### src/rtl/kbd_event_fifo.sv
// Event buffer between the keyboard/mouse serial receiver and the host register interface.
// Fetches words with a retrieved strobe, queues them first-word-fall-through, and drops on prolonged full.
module kbd_event_fifo #(
    parameter int DEPTH       = 8,
    parameter int STALL_LIMIT = 4096,
    parameter int CNT_W       = 8
) (
    input  logic                       clk,
    input  logic                       reset_n,
    input  logic                       kb_data_ready,
    input  logic                       kb_is_mouse,
    input  logic [15:0]                kb_data,
    output logic                       kb_data_retrieved,
    output logic                       ev_valid,
    input  logic                       ev_ready,
    output logic                       ev_is_mouse,
    output logic [15:0]                ev_data,
    input  logic                       flush,
    output logic [$clog2(DEPTH):0]     level,
    output logic                       overflow,
    input  logic                       overflow_clr,
    output logic [CNT_W-1:0]           drop_count
);

    localparam int PTR_W   = $clog2(DEPTH);
    localparam int LVL_W   = PTR_W + 1;
    localparam int STALL_W = $clog2(STALL_LIMIT) + 1;

    // Counter value on the edge where the stall count reaches STALL_LIMIT-1.
    localparam logic [STALL_W-1:0] STALL_LAST = STALL_W'(STALL_LIMIT - 2);
    localparam logic [LVL_W-1:0]   LVL_FULL   = LVL_W'(DEPTH);
    localparam logic [CNT_W-1:0]   CNT_MAX    = {CNT_W{1'b1}};

    typedef enum logic [1:0] {
        ST_IDLE     = 2'd0,
        ST_ACK      = 2'd1,
        ST_WAIT_CLR = 2'd2,
        ST_STALL    = 2'd3
    } state_t;

    function automatic logic [CNT_W-1:0] sat_inc(input logic [CNT_W-1:0] value);
        if (value == CNT_MAX) begin
            sat_inc = value;
        end else begin
            sat_inc = value + CNT_W'(1);
        end
    endfunction

    logic [1:0]         rst_sync_r;
    logic               rst_n_s;
    state_t             state_r;
    logic [STALL_W-1:0] stall_cnt_r;
    logic [16:0]        mem_r [DEPTH];
    logic [PTR_W-1:0]   wr_ptr_r;
    logic [PTR_W-1:0]   rd_ptr_r;
    logic [LVL_W-1:0]   level_r;
    logic [LVL_W-1:0]   level_nxt_s;
    logic               valid_r;
    logic               retrieved_r;
    logic               overflow_r;
    logic [CNT_W-1:0]   drop_cnt_r;
    logic               full_s;
    logic               push_s;
    logic               pop_s;
    logic               drop_s;
    logic [16:0]        head_s;

    // Reset synchroniser: asserts asynchronously, releases after two clk edges.
    always_ff @(posedge clk or negedge reset_n) begin
        if (!reset_n) begin
            rst_sync_r <= 2'b00;
        end else begin
            rst_sync_r <= {rst_sync_r[0], 1'b1};
        end
    end

    assign rst_n_s = rst_sync_r[1];

    assign full_s = (level_r == LVL_FULL);
    assign push_s = (state_r == ST_IDLE) && kb_data_ready && !full_s;
    assign pop_s  = valid_r && ev_ready;
    assign drop_s = (state_r == ST_STALL) && full_s && kb_data_ready && (stall_cnt_r == STALL_LAST);

    // Next occupancy from push/pop events; flush overrides everything.
    always_comb begin
        level_nxt_s = level_r;
        if (flush) begin
            level_nxt_s = {LVL_W{1'b0}};
        end else if (push_s && !pop_s) begin
            level_nxt_s = level_r + LVL_W'(1);
        end else if (pop_s && !push_s) begin
            level_nxt_s = level_r - LVL_W'(1);
        end else begin
            level_nxt_s = level_r;
        end
    end

    // Occupancy, pointers and the registered valid flag.
    always_ff @(posedge clk or negedge rst_n_s) begin
        if (!rst_n_s) begin
            level_r  <= {LVL_W{1'b0}};
            valid_r  <= 1'b0;
            wr_ptr_r <= {PTR_W{1'b0}};
            rd_ptr_r <= {PTR_W{1'b0}};
        end else if (flush) begin
            level_r  <= {LVL_W{1'b0}};
            valid_r  <= 1'b0;
            wr_ptr_r <= {PTR_W{1'b0}};
            rd_ptr_r <= {PTR_W{1'b0}};
        end else begin
            level_r <= level_nxt_s;
            valid_r <= (level_nxt_s != {LVL_W{1'b0}});
            if (push_s) begin
                wr_ptr_r <= wr_ptr_r + PTR_W'(1);
            end
            if (pop_s) begin
                rd_ptr_r <= rd_ptr_r + PTR_W'(1);
            end
        end
    end

    // Entry storage; a push coinciding with flush is discarded.
    always_ff @(posedge clk or negedge rst_n_s) begin
        if (!rst_n_s) begin
            for (int i = 0; i < DEPTH; i++) begin
                mem_r[i] <= 17'd0;
            end
        end else if (push_s && !flush) begin
            mem_r[wr_ptr_r] <= {kb_is_mouse, kb_data};
        end
    end

    // Fetch FSM: accept, acknowledge, wait for upstream to clear, or stall on full.
    always_ff @(posedge clk or negedge rst_n_s) begin
        if (!rst_n_s) begin
            state_r     <= ST_IDLE;
            stall_cnt_r <= {STALL_W{1'b0}};
            retrieved_r <= 1'b0;
        end else begin
            case (state_r)
                ST_IDLE: begin
                    stall_cnt_r <= {STALL_W{1'b0}};
                    if (kb_data_ready && !full_s) begin
                        retrieved_r <= 1'b1;
                        state_r     <= ST_ACK;
                    end else if (kb_data_ready) begin
                        retrieved_r <= 1'b0;
                        state_r     <= ST_STALL;
                    end else begin
                        retrieved_r <= 1'b0;
                        state_r     <= ST_IDLE;
                    end
                end
                ST_ACK: begin
                    retrieved_r <= 1'b0;
                    stall_cnt_r <= {STALL_W{1'b0}};
                    state_r     <= ST_WAIT_CLR;
                end
                ST_WAIT_CLR: begin
                    retrieved_r <= 1'b0;
                    // A ready that persists two cycles is taken as a fresh word.
                    if (!kb_data_ready || (stall_cnt_r == STALL_W'(1))) begin
                        stall_cnt_r <= {STALL_W{1'b0}};
                        state_r     <= ST_IDLE;
                    end else begin
                        stall_cnt_r <= stall_cnt_r + STALL_W'(1);
                        state_r     <= ST_WAIT_CLR;
                    end
                end
                ST_STALL: begin
                    if (!full_s || !kb_data_ready) begin
                        retrieved_r <= 1'b0;
                        stall_cnt_r <= {STALL_W{1'b0}};
                        state_r     <= ST_IDLE;
                    end else if (drop_s) begin
                        retrieved_r <= 1'b1;
                        stall_cnt_r <= {STALL_W{1'b0}};
                        state_r     <= ST_ACK;
                    end else begin
                        retrieved_r <= 1'b0;
                        stall_cnt_r <= stall_cnt_r + STALL_W'(1);
                        state_r     <= ST_STALL;
                    end
                end
                default: begin
                    retrieved_r <= 1'b0;
                    stall_cnt_r <= {STALL_W{1'b0}};
                    state_r     <= ST_IDLE;
                end
            endcase
        end
    end

    // Loss bookkeeping; a drop beats a simultaneous clear.
    always_ff @(posedge clk or negedge rst_n_s) begin
        if (!rst_n_s) begin
            overflow_r <= 1'b0;
            drop_cnt_r <= {CNT_W{1'b0}};
        end else if (drop_s) begin
            overflow_r <= 1'b1;
            drop_cnt_r <= overflow_clr ? CNT_W'(1) : sat_inc(drop_cnt_r);
        end else if (overflow_clr) begin
            overflow_r <= 1'b0;
            drop_cnt_r <= {CNT_W{1'b0}};
        end else begin
            overflow_r <= overflow_r;
            drop_cnt_r <= drop_cnt_r;
        end
    end

    assign head_s            = valid_r ? mem_r[rd_ptr_r] : 17'd0;
    assign ev_valid          = valid_r;
    assign ev_is_mouse       = head_s[16];
    assign ev_data           = head_s[15:0];
    assign kb_data_retrieved = retrieved_r;
    assign level             = level_r;
    assign overflow          = overflow_r;
    assign drop_count        = drop_cnt_r;

endmodule

### config.mk
export PLATFORM = sky130hd
export DESIGN_NAME = kbd_event_fifo
export DESIGN_NICKNAME = d
export VERILOG_FILES = /design/src/rtl/kbd_event_fifo.sv
export SDC_FILE = /design/constraint.sdc
export NUM_CORES = 1
export LEC_CHECK = 0
export ABC_AREA = 1
export CAP_MARGIN = 5
export CORE_MARGIN = 2
export CORE_UTILIZATION = 45
export CTS_CLUSTER_DIAMETER = 50
export CTS_CLUSTER_SIZE = 28
export DETAILED_ROUTE_END_ITERATION = 12
export GPL_ROUTABILITY_DRIVEN = 0
export GPL_TIMING_DRIVEN = 0
export PLACE_DENSITY = 0.69
export SETUP_SLACK_MARGIN = 0.4
export SKIP_CTS_REPAIR_TIMING = 1
export SLEW_MARGIN = 15
export SYNTH_ARGS = -nofsm -noshare
export SYNTH_HDL_FRONTEND = slang
export SYNTH_SLANG_ARGS = --single-unit
### constraint.sdc
create_clock -name clk -period 6.9 [get_ports clk]
set_input_delay 1.725 -clock clk [delete_from_list [all_inputs] [get_ports clk]]
set_output_delay 1.725 -clock clk [all_outputs]
set_load 0.02 [all_outputs]
==> qor.yml <==
status:
  outcome: "completed"
yosys:
  yosysMostFrequentCell: "nand2_1"
  synth_edf_count: 0
  synth_top_area_frac: 0.516
  async_flop_share: 1.00
  synth_nets: 1014
  ys.warnings.count: 0
  yosysTopAreaCell: "dfrtp_1"
  syn_area_per_cell_um2: 8.59
  yosysUniqueCellTypes: 34
  synth_area_mm2: 0.00844
  yosys_register_bits: 174
  synth-main-ff-cell: "dfrtp_1"
  yosysSeqAreaShare: 0.516
  yosys-top-cells-count: "nand2_1 (193), dfrtp_1 (174), nor2_1 (143)"
  netlist_instances: 982
  synth.area.top_cells: "dfrtp_1 (52%), nand2_1 (8.6%), o21ai_1 (7.0%), nor2_1 (6.4%), o21ai_0 (6.3%)"
timing:
  slew_headroom: 0.631
  fin_skew_ps: 11.9
  setup_slack_ps: 2010
  min_period_over_period: 0.709
  fin_crit_ps: 4890
  worst_slew_pin_slew_ps: 552
  fmax_mhz: 205
  fin_setup_tns_ps: 0
  slew_violations: 0
  setup_viol: 0
  rsz0062_at_grt: "no"
  finalHoldViolCount: 0
cts:
  clockBufferDepth: 2
  cts_tree: "done"
  cts_root_buffer: "clkbuf_16"
  path_clk_slew_ps: 60
  htreeDepth: 4
  cts_sinks: 174
  clk-insertion-delay-late_ps: 430
  cts_buffers: 17
worst_setup_path:
  crit_required_ps: 5180
  endpoint: "ev_data[15]"
  crit_type: "flop to primary output"
  critPathCaptureType: "primary output"
  crit_arrival_ps: 3160
  r2r-start: "level[0]"
  path_cells: "clkbuf_1, clkinv_1, clkbuf_1, nor2_1, o21ai_0, a31oi_1, clkdlybuf4s50_1"
  cp_max_fo: 10
  crit_start: "rd_ptr_r[1]"
  rrSetupSlack_ps: 4770
  max_stage_delay_ps: 680
  reg2reg_to: "drop_count[3]"
  r2r_cells: 8
  cpMaxStageDelayCell: "clkdlybuf4s50_1"
  cp_common_cell: "clkbuf_1"
  start_kind: "flop"
drt:
  viasPerCell: 5.40
  ant_nets: 0
  drc: 0
  drt_iter0_markers: 522
  drt_wl_total_um: 21300
  wl_per_cell_um: 16.3
  firstDrtPassIters: 5
  num_vias: 7052
placement:
  dp_slack_ps: 2440
  port_buffers: 54
  place_hpwl_um: 15400
  post_dp_cell_area_mm2: 0.00935
grt:
  grt_pass1_vias: 6652
  grt-ovfl-total: 0
  grt_usage: 0.223
  grt_first_pass_wirelength_um: 34900
  grt_max_degree: 57
  antenna_found_initial: 0
floorplan:
  die_x_um: 141
  initial_core_util: 0.454
  coreArea_mm2: 0.0186
  die_h_um: 141
  design.die.area_mm2: 0.0199
  rows: 50
  pin_count: 55
layout:
  area.growth.synth_to_final_pct: 17.2
  drive_above_1_share: 0.0943
  antenna_cells: 0
  finalNetCount: 1090
  final_area_mm2: 0.00989
  fillers: 1761
power:
  leakage_nw: 4.50
  vdd_drop_max_mv: 0.281
  power.density_mw_per_mm2: 325
  power_w: 0.00321
flow_run:
  drv_cap: 0
worst_hold_path:
  hp-class: "flop to async pin"
-- report_power, final --
part | internal [W] | switching [W]
clock network | 0.000466 | 0.000425
logic | 0.000376 | 0.000611
registers | 0.00121 | 0.000121
-- worst max-delay path: cells and delay by family (launching register included) --
kind | cells | cell delay, ps
compound gates | 2 | 450
buf+inv | 4 | 1770
flops | 1 | 350
simple gates | 1 | 150
-- worst min-delay path by stage --
stage                        from            end  slack (ps)  cells past startpoint
floorplan           rst_sync_r[0]  rst_sync_r[1]         330                      0
detailed placement  rst_sync_r[1]      mem_r[79]         270                      0
finish              rst_sync_r[1]      mem_r[78]         250                      0
global placement    rst_sync_r[0]  rst_sync_r[1]         340                      0
CTS                 rst_sync_r[1]      mem_r[10]         270                      0
global route        rst_sync_r[1]      mem_r[26]         300                      0
-- area by class of cell --
class | count | area (um2) | area share
clock buffers | 18 | 429 | 0.0434
clock inverters | 14 | 111 | 0.0113
inverters | 56 | 210 | 0.0213
multi-input cells | 699 | 3500 | 0.354
well taps | 234 | 293 | 0.0296
repair buffers | 57 | 616 | 0.0622
flip-flops and latches | 174 | 4360 | 0.441
plain buffers | 53 | 375 | 0.0380
-- state kept, by name, indices dropped and copies added, names as in the netlist --
| register | count |
|---|---|
| mem_r | 136 |
| stall_cnt_r | 13 |
| drop_count | 8 |
| level | 4 |
| rd_ptr_r | 3 |
| wr_ptr_r | 3 |
| rst_sync_r | 2 |
| state_r | 2 |
| ev_valid | 1 |
| kb_data_retrieved | 1 |
| overflow | 1 |
-- layer usage --
metal | up-vias | track usage | routed length, um
met5 | - | 0 | 0
met4 | 0 | 0.0763 | 429
met3 | 30 | 0.0353 | 934
met2 | 179 | 0.350 | 10100
met1 | 3416 | 0.319 | 9870
li1 | 3427 | - | -
-- per-stage QoR --
| stage | utilization | cells | hold slack [ps] |
|---|---|---|---|
| after floorplan | - | 982 | 331 |
| after global placement | 0.499 | 1270 | 339 |
| after detailed placement | 0.503 | 1273 | 272 |
| after CTS | 0.532 | 1305 | 274 |
| after global routing | 0.532 | 1305 | 301 |
| final | 0.532 | 1305 | 254 |
-- placed cells by master (no fill, tap or decap), types with 5 or more instances in the layout --
master / synthesis / final
nand2_1: 193 / 193
dfrtp_1: 174 / 173
nor2_1: 143 / 143
o21ai_1: 118 / 118
o21ai_0: 106 / 106
clkdlybuf4s50_1: 0 / 54
inv_1: 52 / 52
clkbuf_1: 24 / 25
o21ai_2: 23 / 23
buf_6: 22 / 22
nand3_1: 20 / 20
a21oi_1: 17 / 17
a31oi_1: 17 / 17
clkbuf_16: 0 / 17
nand4_1: 15 / 15
xor2_1: 11 / 11
ha_1: 9 / 9
nand4_4: 8 / 8
clkinvlp_4: 0 / 6
nor3_1: 5 / 5
inv_6: 0 / 5
-- kinds of logic (layout without fill, tap and decap cells) --
| logic type | after synthesis | count (layout) | synth area share |
|---|---|---|---|
| buffers and inverters | 109 | 198 | 0.0694 |
| AOI/OAI and AO/OA | 284 | 284 | 0.182 |
| adders and majority gates | 9 | 9 | 0.0133 |
| DFF | 174 | 174 | 0.516 |
| xor gates and xnor gates | 14 | 14 | 0.0145 |
| and+or+nand+nor | 391 | 391 | 0.204 |
| other | 1 | 1 | 0.000444 |
Power figures use the tool's default switching activity.
